[config.mk]
export PLATFORM = sky130hd
export DESIGN_NAME = euler_seq_multiplier
export DESIGN_NICKNAME = d
export VERILOG_FILES = /design/src/rtl/euler_seq_multiplier_pkg.sv /design/src/rtl/euler_seq_multiplier_fxp_sat_trunc.sv /design/src/rtl/euler_seq_multiplier.sv
export SDC_FILE = /design/constraint.sdc
export NUM_CORES = 1
export LEC_CHECK = 0
export CORE_MARGIN = 1
export CORE_UTILIZATION = 55
export DETAILED_ROUTE_END_ITERATION = 7
export PLACE_DENSITY = 0.76
export SYNTH_ARGS = -nofsm -noshare
export SYNTH_HDL_FRONTEND = slang
export SYNTH_HIERARCHICAL = 1
export SYNTH_SLANG_ARGS = --single-unit
[constraint.sdc]
create_clock -name clk -period 4.4 [get_ports clk]
set_input_delay 0.88 -clock clk [delete_from_list [all_inputs] [get_ports clk]]
set_output_delay 0.88 -clock clk [all_outputs]
set_load 0.03 [all_outputs]
[src/rtl/euler_seq_multiplier_pkg.sv]
// euler_seq_multiplier_pkg: FSM state encodings and default widths shared by the Euler datapath blocks.
package euler_seq_multiplier_pkg;

    typedef enum logic [1:0] {
        IDLE = 2'd0,
        RUN  = 2'd1,
        DONE = 2'd2
    } state_t;

    localparam int DEF_SIZE      = 8;
    localparam int DEF_FRAC_BITS = 4;

endpackage

[src/rtl/euler_seq_multiplier_fxp_sat_trunc.sv]
// fxp_sat_trunc: rescales an unsigned double-width magnitude and applies a sign, saturating to SIZE bits.
module fxp_sat_trunc
    import euler_seq_multiplier_pkg::*;
#(
    parameter int SIZE      = DEF_SIZE,
    parameter int FRAC_BITS = DEF_FRAC_BITS
) (
    input  logic [2*SIZE-1:0] mag_in,
    input  logic              sign,
    output logic [SIZE-1:0]   product,
    output logic              ovf
);

    logic [2*SIZE-1:0] mag;
    logic              over_pos;
    logic              over_neg;

    // Dropping fraction bits of the magnitude rounds toward zero for both signs.
    assign mag      = mag_in >> FRAC_BITS;
    assign over_pos = |mag[2*SIZE-1:SIZE-1];
    assign over_neg = (|mag[2*SIZE-1:SIZE]) || (mag[SIZE-1] && (|mag[SIZE-2:0]));
    assign ovf      = sign ? over_neg : over_pos;
    assign product  = !ovf ? (sign ? -mag[SIZE-1:0] : mag[SIZE-1:0])
                    : sign ? {1'b1, {(SIZE-1){1'b0}}} : {1'b0, {(SIZE-1){1'b1}}};

endmodule

[src/rtl/euler_seq_multiplier.sv]
// euler_seq_multiplier: radix-2 shift-add signed fixed-point multiplier with saturating output.
module euler_seq_multiplier
    import euler_seq_multiplier_pkg::*;
#(
    parameter int SIZE      = DEF_SIZE,
    parameter int FRAC_BITS = DEF_FRAC_BITS
) (
    input  logic            clk,
    input  logic            rst_async,
    input  logic            rst_sync,
    input  logic            start,
    input  logic [SIZE-1:0] a,
    input  logic [SIZE-1:0] b,
    output logic            busy,
    output logic            done_mul,
    output logic [SIZE-1:0] product,
    output logic            ovf
);

    localparam int            CW   = $clog2(SIZE + 1);
    localparam logic [CW-1:0] LAST = CW'(SIZE - 1);

    state_t            state;
    logic [CW-1:0]     cnt;
    logic [2*SIZE-1:0] mcand;
    logic [2*SIZE-1:0] acc;
    logic [2*SIZE-1:0] acc_nxt;
    logic [SIZE-1:0]   mplier;
    logic [SIZE-1:0]   a_abs;
    logic [SIZE-1:0]   b_abs;
    logic [SIZE-1:0]   prod_sat;
    logic              sign;
    logic              ovf_sat;

    // Unsigned reading of the negated most-negative value gives its true magnitude.
    assign a_abs    = a[SIZE-1] ? -a : a;
    assign b_abs    = b[SIZE-1] ? -b : b;
    assign acc_nxt  = acc + (mplier[0] ? mcand : '0);
    assign busy     = state == RUN;
    assign done_mul = state == DONE;

    fxp_sat_trunc #(.SIZE(SIZE), .FRAC_BITS(FRAC_BITS)) u_sat (
        .mag_in  (acc_nxt),
        .sign    (sign),
        .product (prod_sat),
        .ovf     (ovf_sat)
    );

    always_ff @(posedge clk or posedge rst_async) begin
        if (rst_async) begin
            state   <= IDLE;
            cnt     <= '0;
            mcand   <= '0;
            mplier  <= '0;
            acc     <= '0;
            sign    <= 1'b0;
            product <= '0;
            ovf     <= 1'b0;
        end else if (!rst_sync) begin
            state   <= IDLE;
            cnt     <= '0;
            mcand   <= '0;
            mplier  <= '0;
            acc     <= '0;
            sign    <= 1'b0;
            product <= '0;
            ovf     <= 1'b0;
        end else if (state == RUN) begin
            acc    <= acc_nxt;
            mcand  <= mcand << 1;
            mplier <= mplier >> 1;
            cnt    <= cnt + 1'b1;
            if (cnt == LAST) begin
                state   <= DONE;
                product <= prod_sat;
                ovf     <= ovf_sat;
            end
        end else if (start) begin
            state  <= RUN;
            sign   <= a[SIZE-1] ^ b[SIZE-1];
            mcand  <= {{SIZE{1'b0}}, a_abs};
            mplier <= b_abs;
            acc    <= '0;
            cnt    <= '0;
        end else begin
            state <= IDLE;
        end
    end

endmodule

==> flow_summary.toml <==
[logic_synthesis]
postSynth.topFlopCell = "dfrtp_1"
post-synth-top-count-cell = "dfrtp_1"
syn-num-nets = 458
synthTopCellsByArea = "dfrtp_1, ha_1, nor2_1, a22o_1, mux2i_1"
yosysWarnings = 6
async_reset_ff_share_pct = 100
syn_avg_cell_area_um2 = 9.07
syn_inst = 418
ys_top_cells_by_count = "dfrtp_1, nor2_1, a21oi_1"
yosys.area.top_type = "dfrtp_1"
synth_cell_type_count = 62
synth_area_mm2 = 0.00379
yosysTopAreaCellShare_pct = 37.0
synth_seq_cells = 56
yosysSeqAreaShare_pct = 37.0
synth_edf_count = 0

[sta]
slew_headroom_pct = 29.9
tightestPinTransition_ns = 1.05
fin_ws_ns = 0.496
hold_viol_final = 0
rsz0062_at_grt = "no"
fin_crit_sh_pct = 88.7
setup_viol = 0
fin_crit_ns = 3.90
maxSlewViolCount = 0
fmax_mhz = 256
tns_ns = 0
clock_skew_ns = 0.00727

[clock_network]
cts_setup_buffers = 0
clockBufferDepth = 2
cts.sinks = 56
hold_buffers = 0
insertion_delay_ns = 0.31
tritoncts = "built"
htree_levels = 2
cts_resized = 0
clock-root-buffer = "clkbuf_8"
clkTransAtPathRegs_ns = 0.10
cts_buffers = 5

[grt]
use_met2_pct = 40.0
grt_use_met3_pct = 3.89
grt-ovfl-total = 0
grt_pass1_wl_um = 14100
grt_antenna_before_repair = 0
grt_pass1_vias = 3058
grt_max_degree = 53
gr-max-usage-layer = "met2"
grtUsageTotal_pct = 24.1
grtUsageMet1_pct = 32.6

[worst_hold_path]
hp-start = "cnt[3]$_DFFE_PP0P_"
min_path_type = "flop to flop"

[critical_path]
cp.required_ns = 4.60
worstPathArrival_ns = 4.10
critPathKind = "flop to flop"
crit_start = "mplier[0]$_DFFE_PP0P_"
worstPathMaxFanout = 17
cp-end-kind = "flop"
r2r_start = "mplier[0]$_DFFE_PP0P_"
crit_path_start_kind = "flop"

[die]
die_y_um = 85.0
die_w_um = 85.0
num_rows = 29
core_mm2 = 0.00649
dieArea_mm2 = 0.00723
ios = 31
initial_core_util_pct = 58.4

[drt]
routed_via_density = 6.11
route.detailed.wl_per_inst_um = 15.4
dr_total_vias = 3160
finalWirelength_um = 7950
dr.first_iter.drc_count = 143
detail_route.first_pass.iterations = 4
drc_errors = 0
antenna_left = 0

[finish]
fin_nets = 480
diodes = 0
finalInstanceArea_mm2 = 0.00423
postLayoutCoreUtil_pct = 65.1
num-fill-cells = 545
syn_to_final_growth_pct = 11.5
layout-drive-gt1-share_pct = 7.73

[placed_design]
io_buffers = 30
pre_cts_ws_ns = 0.563
hpwlAfterDp_um = 5840
gp_congestion = 0.906
post_dp_cell_area_mm2 = 0.00415

[power_and_ir_drop]
power_uw = 972
vdd_drop_max_uv = 152
p_leak_nw = 1.97
p_per_area_mw_per_mm2 = 230

[flow_run]
max_cap_violations = 0

[run_status]
status = "finished, final reports clean"
[flip-flops by register name, summed over array words and instances (netlist names)]
register	flops
acc	16
mcand	16
mplier	8
product	8
cnt	4
state	2
ovf	1
sign	1
[through the flow]
step	std cells	hold slack [ns]
after global placement	510	0.489
after detailed placement	510	0.488
after global routing	517	0.534
after floorplan	418	0.455
after CTS	517	0.507
final	517	0.496
[area by class of cell]
type | instances | area [um^2] | area share, %
Clock inverter | 2 | 12.5 | 0.296
Tap cell | 77 | 96.3 | 2.28
Sequential cell | 56 | 1400 | 33.1
Inverter | 17 | 63.8 | 1.51
Multi-Input combinational cell | 322 | 2220 | 52.6
Clock buffer | 5 | 68.8 | 1.63
Timing Repair Buffer | 38 | 360 | 8.52
[placed cells by master (no fill, tap or decap), drive strengths merged, types with 8 or more instances in the layout]
cell and count:
dfrtp 56, mux2i 15, nand2 27, nand4 8, buf 8, and2 20
a21oi 29, inv 15, xnor2 8, ha 19, xor2 9, nand3 9
a22o 18, clkdlybuf4s50 30, o21ai 12, nor2 46, a211oi 8
[final timing paths]
kind | end | slack (ns) | cells after the start
min reg2reg | state[1]$_DFFE_PP0P_ | 0.50 | 1
min in group asynchronous | state[0]$_DFFE_PP0P_ | 1.13 | 2
max reg2reg | product[2]$_DFFE_PP0P_ | 0.50 | 14
min | state[1]$_DFFE_PP0P_ | 0.50 | 1
max | product[2]$_DFFE_PP0P_ | 0.50 | 14
max in group asynchronous | acc[13]$_DFFE_PP0P_ | 2.60 | 3
[cell families after synthesis]
group / after synthesis / share of synthesized area, %
mux: 15 / 3.96
fa+ha+maj: 20 / 6.80
buf+inv: 40 / 4.36
simple gates: 146 / 20.4
xor+xnor: 17 / 3.93
compound gates: 124 / 23.6
flops: 56 / 37.0
[per-layer routing]
| metal | share of wire [%] | up-vias | wire [um] |
|---|---|---|---|
| met4 | 1.5 | 0 | 119 |
| met1 | 48 | 1523 | 3860 |
| met5 | 0 | - | 0 |
| met3 | 2.7 | 10 | 213 |
| met2 | 47 | 52 | 3760 |
| li1 | - | 1575 | - |
[power by group]
| part | leakage [nW] | switching, mW | internal (mW) | total (mW) |
|---|---|---|---|---|
| sequential | 0.769 | 0.0152 | 0.528 | 0.543 |
| combinational | 1.16 | 0.0855 | 0.0640 | 0.150 |
| clock | 0.0400 | 0.171 | 0.108 | 0.280 |
| total | 1.97 | 0.272 | 0.700 | 0.972 |
[critical path, cell delays in order, from the launching register on]
cell	delay, ns
dfrtp_1	0.63
and2_1	0.20
ha_1	0.20
fa_1	0.23
a21o_1	0.13
nand4_1	0.21
a2111oi_0	0.71
o31ai_1	0.15
and2_2	0.22
nor4_4	0.36
nand2b_1	0.27
o21ai_1	0.19
a22oi_1	0.08
mux2i_1	0.16
nor2_1	0.05
(Power assumes the default switching activity.)
